<file path="src/rtl/blinker_pkg.sv">
// Shared definitions for the push-button blinker: pattern mode encodings and a clog2 helper.
// Latency: n/a (types and constants only); backpressure: n/a.
package blinker_pkg;

    typedef enum logic [1:0] {
        MODE_BLINK  = 2'd0,
        MODE_ALT    = 2'd1,
        MODE_WALK   = 2'd2,
        MODE_BOUNCE = 2'd3
    } mode_e;

    function automatic int clog2(input longint value);
        int r;
        r = 0;
        while ((longint'(1) << r) < value) begin
            r = r + 1;
        end
        return r;
    endfunction

endpackage

</file>
<file path="src/rtl/pb_debounce.sv">
// One push button: 2-flop synchroniser followed by a consecutive-stable-cycles debouncer.
// Latency: 2 + DEBOUNCE_CYC cycles from raw edge to pb_db; backpressure: none.
module pb_debounce
    import blinker_pkg::*;
#(
    parameter int DEBOUNCE_CYC = 500000
) (
    input  logic OSC_FPGA,
    input  logic RST,
    input  logic pb_raw,
    output logic pb_db
);

    localparam int DW = (clog2(DEBOUNCE_CYC) < 1) ? 1 : clog2(DEBOUNCE_CYC);

    logic          sync1_q;
    logic          sync2_q;
    logic          db_q;
    logic          db_d;
    logic [DW-1:0] cnt_q;
    logic [DW-1:0] cnt_d;

    // Counter only runs while the synchronised level disagrees with db; any agreement clears it.
    always_comb begin
        db_d  = db_q;
        cnt_d = '0;
        if (sync2_q != db_q) begin
            if (cnt_q == DW'(DEBOUNCE_CYC - 1)) begin
                db_d = sync2_q;
            end else begin
                cnt_d = cnt_q + DW'(1);
            end
        end
    end

    always_ff @(posedge OSC_FPGA) begin
        if (RST) begin
            sync1_q <= 1'b0;
            sync2_q <= 1'b0;
            db_q    <= 1'b0;
            cnt_q   <= '0;
        end else begin
            sync1_q <= pb_raw;
            sync2_q <= sync1_q;
            db_q    <= db_d;
            cnt_q   <= cnt_d;
        end
    end

    assign pb_db = db_q;

endmodule

</file>
<file path="src/rtl/updown_blinker_multi.sv">
// Multi-LED blinker: debounced up/down buttons step a power-of-two blink rate, chord cycles pattern mode.
// Latency: 1 cycle from debounced button change to RATE/MODE/LED reload; backpressure: none.
module updown_blinker_multi
    import blinker_pkg::*;
#(
    parameter  int N_LED        = 2,
    parameter  int BASE_DIV     = 25000000,
    parameter  int N_RATES      = 4,
    parameter  int RATE_INIT    = 1,
    parameter  int DEBOUNCE_CYC = 500000,
    localparam int RW           = (clog2(N_RATES) < 1) ? 1 : clog2(N_RATES)
) (
    input  logic             OSC_FPGA,
    input  logic             RST,
    input  logic [1:0]       PB,
    output logic [N_LED-1:0] LED,
    output logic [1:0]       MODE,
    output logic [RW-1:0]    RATE
);

    localparam int CW = clog2(BASE_DIV) + N_RATES - 1;

    logic [1:0]       db;
    logic [1:0]       db_q;
    logic [1:0]       db_d;
    logic [RW-1:0]    rate_q;
    logic [RW-1:0]    rate_d;
    mode_e            mode_q;
    mode_e            mode_d;
    logic [CW-1:0]    cnt_q;
    logic [CW-1:0]    cnt_d;
    logic [N_LED-1:0] led_q;
    logic [N_LED-1:0] led_d;
    logic             dir_up_q;
    logic             dir_up_d;

    logic [CW:0]      hp;
    logic             tick;
    logic             chord;
    logic             up_ev;
    logic             dn_ev;
    logic [N_LED-1:0] step_led;
    logic             step_dir;
    logic             go_up;

    pb_debounce #(.DEBOUNCE_CYC(DEBOUNCE_CYC)) u_db_dn (
        .OSC_FPGA (OSC_FPGA),
        .RST      (RST),
        .pb_raw   (PB[0]),
        .pb_db    (db[0])
    );

    pb_debounce #(.DEBOUNCE_CYC(DEBOUNCE_CYC)) u_db_up (
        .OSC_FPGA (OSC_FPGA),
        .RST      (RST),
        .pb_raw   (PB[1]),
        .pb_db    (db[1])
    );

    function automatic logic [N_LED-1:0] init_pattern(input mode_e m);
        logic [N_LED-1:0] p;
        p = '0;
        case (m)
            MODE_ALT: begin
                for (int i = 0; i < N_LED; i++) begin
                    if (i % 2 == 0) p[i] = 1'b1;
                end
            end
            MODE_WALK, MODE_BOUNCE: p[0] = 1'b1;
            default: p = '0;
        endcase
        return p;
    endfunction

    // One extra bit so BASE_DIV << (N_RATES-1) itself is representable; cnt only reaches HP-1.
    assign hp    = (CW + 1)'(BASE_DIV) << rate_q;
    assign tick  = ({1'b0, cnt_q} == (hp - (CW + 1)'(1)));
    assign chord = (db == 2'b11) && (db_q != 2'b11);
    assign up_ev = db[1] && !db_q[1] && !db[0];
    assign dn_ev = db[0] && !db_q[0] && !db[1];

    always_comb begin
        step_led = led_q;
        step_dir = dir_up_q;
        go_up    = 1'b0;
        case (mode_q)
            MODE_BLINK, MODE_ALT: step_led = ~led_q;
            MODE_WALK: begin
                for (int i = 0; i < N_LED; i++) begin
                    step_led[i] = led_q[(i + N_LED - 1) % N_LED];
                end
            end
            MODE_BOUNCE: begin
                // Reverse at an end on the same tick so the end LED is not shown twice.
                if (N_LED > 1) begin
                    go_up    = dir_up_q ? !led_q[N_LED-1] : led_q[0];
                    step_led = go_up ? (led_q << 1) : (led_q >> 1);
                    step_dir = go_up;
                end
            end
            default: step_led = led_q;
        endcase
    end

    always_comb begin
        db_d     = db;
        rate_d   = rate_q;
        mode_d   = mode_q;
        cnt_d    = tick ? '0 : cnt_q + CW'(1);
        led_d    = tick ? step_led : led_q;
        dir_up_d = tick ? step_dir : dir_up_q;
        if (chord) begin
            mode_d   = mode_e'(mode_q + 2'd1);
            cnt_d    = '0;
            led_d    = init_pattern(mode_d);
            dir_up_d = 1'b1;
        end else if (up_ev && (rate_q != '0)) begin
            rate_d   = rate_q - RW'(1);
            cnt_d    = '0;
            led_d    = led_q;
            dir_up_d = dir_up_q;
        end else if (dn_ev && (rate_q != RW'(N_RATES - 1))) begin
            rate_d   = rate_q + RW'(1);
            cnt_d    = '0;
            led_d    = led_q;
            dir_up_d = dir_up_q;
        end
    end

    always_ff @(posedge OSC_FPGA) begin
        if (RST) begin
            db_q     <= '0;
            rate_q   <= RW'(RATE_INIT);
            mode_q   <= MODE_BLINK;
            cnt_q    <= '0;
            led_q    <= '0;
            dir_up_q <= 1'b1;
        end else begin
            db_q     <= db_d;
            rate_q   <= rate_d;
            mode_q   <= mode_d;
            cnt_q    <= cnt_d;
            led_q    <= led_d;
            dir_up_q <= dir_up_d;
        end
    end

    assign LED  = led_q;
    assign MODE = mode_q;
    assign RATE = rate_q;

endmodule
</file>
<file path="config.mk">
export PLATFORM = sky130hd
export DESIGN_NAME = updown_blinker_multi
export DESIGN_NICKNAME = d
export VERILOG_FILES = /design/src/rtl/blinker_pkg.sv /design/src/rtl/pb_debounce.sv /design/src/rtl/updown_blinker_multi.sv
export SDC_FILE = /design/constraint.sdc
export NUM_CORES = 1
export LEC_CHECK = 0
export ABC_AREA = 1
export ABC_CLOCK_PERIOD_IN_PS = 1900
export CELL_PAD_IN_SITES_DETAIL_PLACEMENT = 0
export CELL_PAD_IN_SITES_GLOBAL_PLACEMENT = 2
export CORE_MARGIN = 4
export CORE_UTILIZATION = 32
export DETAILED_ROUTE_END_ITERATION = 6
export GPL_TIMING_DRIVEN = 0
export PLACE_DENSITY = 0.77
export SLEW_MARGIN = 20
export SYNTH_ARGS = -nofsm -noshare
export SYNTH_HDL_FRONTEND = slang
export SYNTH_HIERARCHICAL = 1
export SYNTH_SLANG_ARGS = --single-unit
export TNS_END_PERCENT = 30
</file>
<file path="constraint.sdc">
create_clock -name OSC_FPGA -period 1.9 [get_ports OSC_FPGA]
set_input_delay 0.285 -clock OSC_FPGA [delete_from_list [all_inputs] [get_ports OSC_FPGA]]
set_output_delay 0.285 -clock OSC_FPGA [all_outputs]
set_load 0.005 [all_outputs]
</file>
* Yosys cells after proc, flatten, opt, wreduce, memory -nomap -nowiden *
Index checks and enable logic that the tools add are counted.

storage, ports and cells
  flip-flop bits (word level) = 81
  bits in latches = 0
  memory bits (writable) = 0
  memory bits (read-only) = 0
  bits of input ports = 4
  output and inout port bits = 6
  word-level logic and storage cells = 83
  memories kept = 0

cells by class
  add/sub/neg operators = 7
  multipliers = 0
  div/mod/pow operators = 0
  order comparisons = 0
  equality and inequality tests = 16
  shifts and indexed selects = 1
  multiplexer cells = 10
  bitwise logic cells = 6
  reductions and logical operators = 28

operator list
  operator                                             number
  adder 19 x 1 -> 19 bit, second input constant        2
  equality test 19 bit, second input constant          2
  equality test 28 x 29 -> 1 bit                       1
  left shift 25 x 2 -> 29 bit, first input constant    1
  subtractor 29 x 1 -> 29 bit, second input constant   1
  adder 28 x 1 -> 28 bit, second input constant        1
  equality test 2 bit, second input constant           5
  OR reduction 3 bit                                   3
  inequality test 2 bit, second input constant         4
  logical AND 1 bit                                    7
  2-to-1 mux 1 bit                                     6
  2-to-1 mux 2 bit                                     3
  case mux 2 bit (3 select lines)                      1
  AND reduction 2 bit                                  3
  AND reduction 3 bit                                  2
  nonzero test 2 bit                                   3
  logical NOT 1 bit                                    5
  NOT 1 bit                                            5
  OR reduction 5 bit                                   1
  adder 2 x 1 -> 2 bit, second input constant          2
  equality test 2 x 1 -> 1 bit, second input constant  2
  AND reduction 4 bit                                  1
  OR reduction 2 bit                                   2
  logical NOT 2 bit                                    1
  3 further kinds                                      4

* Depth between registers and ports, before layout *
Gate-level depths: netlist of the first run.

  depth after elaboration = 8
  mapped depth = 15

* By module *
Netlist of the first run, hierarchy kept.

by module, submodules not included
  module                times used  cells each  area an instance (µm²)
  updown_blinker_multi  1           373         2436.1
  pb_debounce           2           182         1203.7

* Worst setup path before layout of the first run *
OpenSTA, ideal clock, no wires.

  path type = register -> register
  start = register rate_q[0], in the netlist RATE[0]
  end = register dir_up_q
  setup time = 0.128 ns
  arrival = 1.721 ns
  slack = 0.050 ns
  cell stages (with the launch flop) = 13
  buffers on the path = 1
  clock period less this slack = 1.850 ns
  cells stage by stage = dfxtp_1 > buf_6 > inv_4 > nand2_2 > ha_1 > nand2_1 > inv_1 > nor2_1 > nand3_1 > a21oi_2 > nand4_1 > o21ai_0 > nand3_1

on the way
  word-level cells in the longest chain between the ends = 4

RTL lines
  what                                                         RTL line                     text
  start, declared                                              updown_blinker_multi.sv:26   logic [RW-1:0] rate_q;
  start signal, assigned                                       updown_blinker_multi.sv:133  rate_q <= RW'(RATE_INIT);
  start signal, assigned                                       updown_blinker_multi.sv:140  rate_q <= rate_d;
  left shift 25 x 2 -> 29 bit, or another cell as far along    updown_blinker_multi.sv:76   assign hp = (CW + 1)'(BASE_DIV) << rate_q;
  subtractor 29 x 1 -> 29 bit, or another cell as far along    updown_blinker_multi.sv:77   assign tick = ({1'b0, cnt_q} == (hp - (CW + 1)'(1)));
  equality test 28 x 29 -> 1 bit or NOT 1 bit (tied branches)  --
  AND reduction 4 bit (no source line) *                       --
  end signal, assigned                                         updown_blinker_multi.sv:144  dir_up_q <= dir_up_d;
  end, declared                                                updown_blinker_multi.sv:34   logic dir_up_q;

Mark *: on every way between the ends. The rest lies on a longest branch, timed or not.
A chain may end at the register's enable or synchronous reset.

==> impl_metrics.csv, run 1 <==
group,metric,value,unit
status,status,"complete, but fails checks",
status,failed_checks,"setup timing",
die,die_area,17200,µm²
cts,root_buffer,"clkbuf_16",
pwr,power.total,3.50,mW
synthesis,synth_area,4840,µm²
routing,firstDrtPassIters,5,
layout,drive_above_1_share,0.173,
grt,grt_pass1_vias,4098,
cts,cts_buffer_depth,2,
synthesis,synthMuxAreaShare,0,
layout,final_cells,959,
layout,filler_cell_count,1564,
layout,final_cell_mix,"188 x nand2_1, 119 x nor2_1, 96 x inv_1",
die,die_h,131,µm
layout,multi_input_comb_area,2840,µm²
synthesis,synth_nets,748,
die,ios,10,
grt,grt_usage,0.149,
pwr,irDropWorstVdd,0.428,mV
layout,antenna_cells,0,
routing,postRouteAntennaNets,0,
die,placement_rows,44,
timing,finalMaxSlewViolations,0,
routing,wl_per_cell,12.7,µm
synthesis,async_flop_share,0,
timing,rsz0062_at_grt,"yes",
setup_path,endpoint_kind,"flip-flop",
routing,vias_per_cell,4.58,
synthesis,synth_cells,737,
synthesis,synth_edf_count,0,
synthesis,synth_cell_type_count,34,
routing,via_count,4392,
timing,tns,-1.21,ns
setup_path,crit_fanout,6,
setup_path,cp.arrival,2.21,ns
placement,gp_congestion,0.842,
timing,slew_headroom,0.627,
synthesis,synth_ff_type,"dfxtp_1",
hold_path,min_path_type,"reg2reg",
synthesis,synth_xor_xnor_area_share,0.0579,
routing,wirelength,12.2,mm
cts,htreeDepth,3,
placement,dpl_worst_slack,-0.421,ns
pwr,total_leakage_power,2.15,nW
cts,clk_latency,0.35,ns
placement,dp_hpwl,8.81,mm
job,cap_violations,0,
die,fp.dieW,131,µm
pwr,powerDensity,611,nW/µm²
timing,setup_viol,28,
grt,grt_max_degree,14,
synthesis,ys_seq_elements,81,
synthesis,synth_simple_gate_area_frac,0.439,
routing,post-route-drc-count,0,
layout,fin_nets,781,
die,design.core.area,14700,µm²
layout,ff_latch_area,1630,µm²
routing,first_iter_violations,204,
grt,grt.overflow.total,0,
timing,clock.fmax,507,MHz
synthesis,synth_top_family_by_area,"simple AND/OR/NAND/NOR gates",
grt,grt_pass1_wl,19.9,mm
placement,place_inst,930,
timing,tightest_slew,0.557,ns
timing,whs,0.407,ns
synthesis,yosysSeqAreaShare,0.335,
cts,clk_pin_slew,0.06,ns
layout,area_growth,18.1,%
setup_path,crit_type,"reg2reg",
timing,hold_viol_final,0,
placement,numPortBuffers,9,
synthesis,synth-compound-area-share,0.0444,
cts,clock_sinks,81,
die,start_util,0.330,
synthesis,synth_fa_ha_area_frac,0.0181,
timing,fin_crit_sh,1.04,
synthesis,yosys_warnings,6,
cts,cts_tree,"yes",
timing,clock-skew-final,0.0101,ns
layout,final_common_cell,"nand2_1",
timing,fin_ws,-0.0739,ns
synthesis,syn_area_per_cell,6.57,µm²
setup_path,required,2.14,ns
timing,period_minus_slack,1.97,ns
setup_path,cp-start-kind,"flip-flop",
cts,numCtsBuffers,9,
grt,grt_antenna_before_repair,0,
[power breakdown]
group / switching [mW] / total (mW) / internal, mW
combinational: 0.0553 / 0.101 / 0.0455
sequential: 0.00950 / 1.72 / 1.71
clock: 0.729 / 1.68 / 0.950
[area by class of cell]
class	instances	share of cell area
inverters	102	0.0696
clock buffers	11	0.0442
plain buffers	10	0.0206
multi-input cells	544	0.497
well taps	184	0.0403
clock inverters	5	0.00525
flip-flops and latches	81	0.285
repair buffers	22	0.0389
[metal layers]
layer | part of all wire | routed length, µm | track usage
met1 | 0.52 | 6300 | 0.208
met3 | 0.033 | 405 | 0.0211
met2 | 0.42 | 5170 | 0.227
met4 | 0.024 | 289 | 0.0690
met5 | 0 | 0 | 0
[per-stage QoR]
stage	cell area, µm²	utilization
final	5720	0.389
after detailed placement	5160	0.351
after global routing	5720	0.389
after floorplan	4840	-
after global placement	5160	0.351
after CTS	5610	0.381
[cell families after synthesis]
logic type	after synthesis
and+or+nand+nor	464
buffers and inverters	113
DFF	81
AOI/OAI and AO/OA	40
xor gates and xnor gates	32
adders and majority gates	7
[repair_timing]
action,CTS,global route
hold buffers,0,0
setup endpoints to repair,31,31
pin swaps,8,4
buffers inserted,10,1
resized for setup,18,19
gates cloned,0,3
endpoints found under the hold margin,0,0
[worst max-delay path, stage by stage (launching register included)]
cell,delay [ns]
dfxtp_2,0.33
buf_8,0.14
inv_8,0.06
nand2_8,0.05
ha_4,0.22
nand2_2,0.06
inv_2,0.03
nor2_1,0.09
nand3_1,0.12
a21oi_4,0.22
nand2_2,0.13
nand3_4,0.18
clkbuf_16,0.20
a21oi_2,0.03
[sequential cells by signal, indices dropped and copies added (netlist names)]
signal	cells
db_q	2
u_db_up/sync1_q	1
u_db_dn/pb_db	1
MODE	2
u_db_up/sync2_q	1
RATE	2
u_db_dn/sync1_q	1
u_db_dn/cnt_q	19
u_db_up/cnt_q	19
cnt_q	28
u_db_dn/sync2_q	1
dir_up_q	1
LED	2
u_db_up/pb_db	1
[worst paths after layout]
kind                         from              end  slack (ns)  cells after the start
hold / removal    u_db_dn/sync1_q  u_db_dn/sync2_q        0.41                      2
setup reg to reg          RATE[0]        cnt_q[26]       -0.07                     13
setup / recovery          RATE[0]        cnt_q[26]       -0.07                     13
hold reg to reg   u_db_dn/sync1_q  u_db_dn/sync2_q        0.41                      2
[synth_stat cells (2+ instances only)]
master | n | area [µm²]
nand2_1 | 190 | 713
nor2_1 | 125 | 469
inv_1 | 98 | 368
dfxtp_1 | 81 | 1620
nand3_1 | 51 | 255
nor2_2 | 45 | 282
xor2_1 | 24 | 210
o21ai_0 | 19 | 95.1
a21oi_1 | 16 | 80.1
nand4_1 | 10 | 62.6
nor3_1 | 9 | 45.0
xnor2_1 | 8 | 70.1
ha_1 | 7 | 87.6
or2_2 | 7 | 43.8
nand3_2 | 6 | 60.1
a21oi_2 | 4 | 35.0
nand2_2 | 4 | 25.0
nor3b_2 | 4 | 50.1
buf_12 | 3 | 60.1
buf_6 | 3 | 33.8
clkbuf_1 | 3 | 11.3
inv_2 | 3 | 11.3
nand2_4 | 3 | 33.8
nor4_1 | 3 | 18.8
nor3b_1 | 2 | 15.0
(Power assumes the default switching activity.)
==> run 2: changes to the inputs <==
--- a/config.mk
+++ b/config.mk
@@ -12,7 +12,7 @@
 export CORE_MARGIN = 4
 export CORE_UTILIZATION = 32
 export DETAILED_ROUTE_END_ITERATION = 6
-export GPL_TIMING_DRIVEN = 0
+export HOLD_SLACK_MARGIN = 0.08
 export PLACE_DENSITY = 0.77
 export SLEW_MARGIN = 20
 export SYNTH_ARGS = -nofsm -noshare
==> impl_metrics.csv, run 2 (synthesized netlist as in run 1, its figures left out) <==
group,metric,value,unit
status,status,"completed",
layout,largest_register_ffs,28,
placement,place_area,5230,µm²
pwr,switching_power,0.740,mW
die,die_h,131,µm
pwr,p_int,2.82,mW
layout,drive_above_1_share,0.167,
pwr,irDropWorstVdd,0.511,mV
setup_path,regToRegSetupSlack,0.14,ns
grt,grt_max_degree,16,
layout,filler_cell_count,1572,
timing,rsz0062_at_grt,"no",
die,ios,10,
setup_path,critPathSlowestCell,"clkdlybuf4s50_1",
cts,cts_tree,"yes",
setup_path,required,1.62,ns
setup_path,crit_start,"RATE[1]",
pwr,power_frac_seq,0.483,
timing,clock-skew-final,0.00569,ns
layout,final_cell_mix,"189 x nand2_1, 123 x nor2_1, 98 x inv_1",
pwr,total_leakage_power,2.13,nW
setup_path,crit_type,"reg2out",
grt,grt_pass1_wl,19.8,mm
hold_path,min_path_type,"reg2reg",
timing,clock.fmax,561,MHz
setup_path,cp.arrival,1.50,ns
timing,fin_ws,0.116,ns
layout,final_common_cell,"nand2_1",
grt,grt_antenna_before_repair,0,
layout,area_growth,15.6,%
grt,grt_usage,0.146,
setup_path,endpoint_kind,"primary output",
placement,gp_congestion,0.810,
timing,finalMaxSlewViolations,0,
cts,clk_latency,0.34,ns
setup_path,critical_path_buf_inv_count,3,
layout,top_regs,"cnt_q (28), u_db_dn/cnt_q (19), u_db_up/cnt_q (19)",
cts,root_buffer,"clkbuf_16",
setup_path,path_delay_family,"buffers and inverters",
layout,design_area,5600,µm²
pwr,p_sw_frac,0.208,
placement,numPortBuffers,9,
cts,cts_buffer_depth,2,
setup_path,cp-start-kind,"flip-flop",
routing,first_iter_violations,208,
timing,setup_viol,0,
timing,fin_crit_sh,0.939,
cts,clock_sinks,81,
grt,grt.overflow.total,0,
setup_path,crit_chain,"buf_6 > buf_4 > clkdlybuf4s50_1",
placement,dpl_worst_slack,0.00982,ns
cts,numCtsBuffers,9,
grt,grt_pass1_vias,4110,
setup_path,cp.depth,3,
die,die_area,17200,µm²
die,design.core.area,14700,µm²
job,cap_violations,0,
timing,period_minus_slack,1.78,ns
pwr,p_clk_frac,0.495,
routing,firstDrtPassIters,4,
layout,largest-register,"cnt_q",
layout,fin_nets,781,
timing,slew_headroom,0.590,
pwr,powerDensity,636,nW/µm²
setup_path,timing.rr.end,"cnt_q[26]",
die,start_util,0.330,
die,fp.dieW,131,µm
setup_path,critPathMaxStageDelay,0.50,ns
layout,antenna_cells,0,
setup_path,worstRegToRegCells,6,
routing,vias_per_cell,4.51,
timing,hold_viol_final,0,
routing,postRouteAntennaNets,0,
cts,htreeDepth,3,
routing,wl_per_cell,12.0,µm
routing,post-route-drc-count,0,
placement,dp_hpwl,8.91,mm
timing,tightest_slew,0.610,ns
cts,clk_pin_slew,0.06,ns
cts,hold_buffers,0,
routing,via_count,4318,
layout,post-route-util,0.381,
setup_path,crit_end,"RATE[1]",
setup_path,crit_fanout,8,
setup_path,r2r_start,"cnt_q[11]",
routing,wirelength,11.4,mm
die,placement_rows,44,
pwr,p_comb_frac,0.022,
timing,tns,0,ns
## run 2: changes by cell type in the layout (fill, tap and decap cells not counted), sizes merged
cell      change
clkinvlp      -2
nand3         -1
clkbuf        -5
buf           +7
clkinv        -1
bufinv        +1
## run 2: stage by stage
stage,cells,power [mW],hold WS [ns]
after floorplan,737,1.81,0.356
after global placement,941,1.83,0.394
after detailed placement,941,1.83,0.400
after CTS,956,3.63,0.411
after global routing,958,3.71,0.429
final,958,3.56,0.409
## run 2: area by class of cell
type | instances | area [µm²] | share of cell area
clock buffer | 12 | 256 | 0.0458
inverter | 102 | 385 | 0.0688
multi-input combinational | 543 | 2760 | 0.493
sequential | 81 | 1630 | 0.291
clock inverter | 3 | 40.0 | 0.00715
tap | 184 | 230 | 0.0411
timing repair buffer | 33 | 299 | 0.0534
## run 2: how the worst min path moves through the flow
stage / end / slack [ns] / depth (start not counted) / start
4_1_cts: u_db_up/sync2_q / 0.41 / 2 / u_db_up/sync1_q
3_3_place_gp: u_db_up/sync2_q / 0.39 / 2 / u_db_up/sync1_q
3_5_place_dp: u_db_up/sync2_q / 0.40 / 2 / u_db_up/sync1_q
2_1_floorplan: u_db_dn/sync1_q / 0.36 / 1 / RST
5_1_grt: u_db_up/sync2_q / 0.43 / 2 / u_db_up/sync1_q
6_report: u_db_up/sync2_q / 0.41 / 2 / u_db_up/sync1_q
## run 2: routing by layer
layer	wire length (µm)	global-route usage	vias to the layer above
li1	-	-	2345
met2	4880	0.223	35
met3	260	0.0236	13
met4	205	0.0581	0
met5	0	0	-
met1	6110	0.205	1925
## run 2: power groups by stage
stage	logic, mW	registers, mW	clock network [mW]
finish	0.0793	1.72	1.76
floorplan	0.0533	1.75	0
CTS	0.0786	1.72	1.84
global placement	0.0772	1.75	0
detailed placement	0.0784	1.75	0
global route	0.0890	1.72	1.90
## run 2: timing repair
action                                  CTS  global route
setup buffers                             0             2
gates resized for setup                   0            17
endpoints found under the hold margin     0             0
endpoints found under the setup margin    0            32
## run 2: worst min-delay path, stage by stage (launching register included)
cell and delay [ns]:
dfxtp_1 0.29, inv_1 0.04, nor2_1 0.03
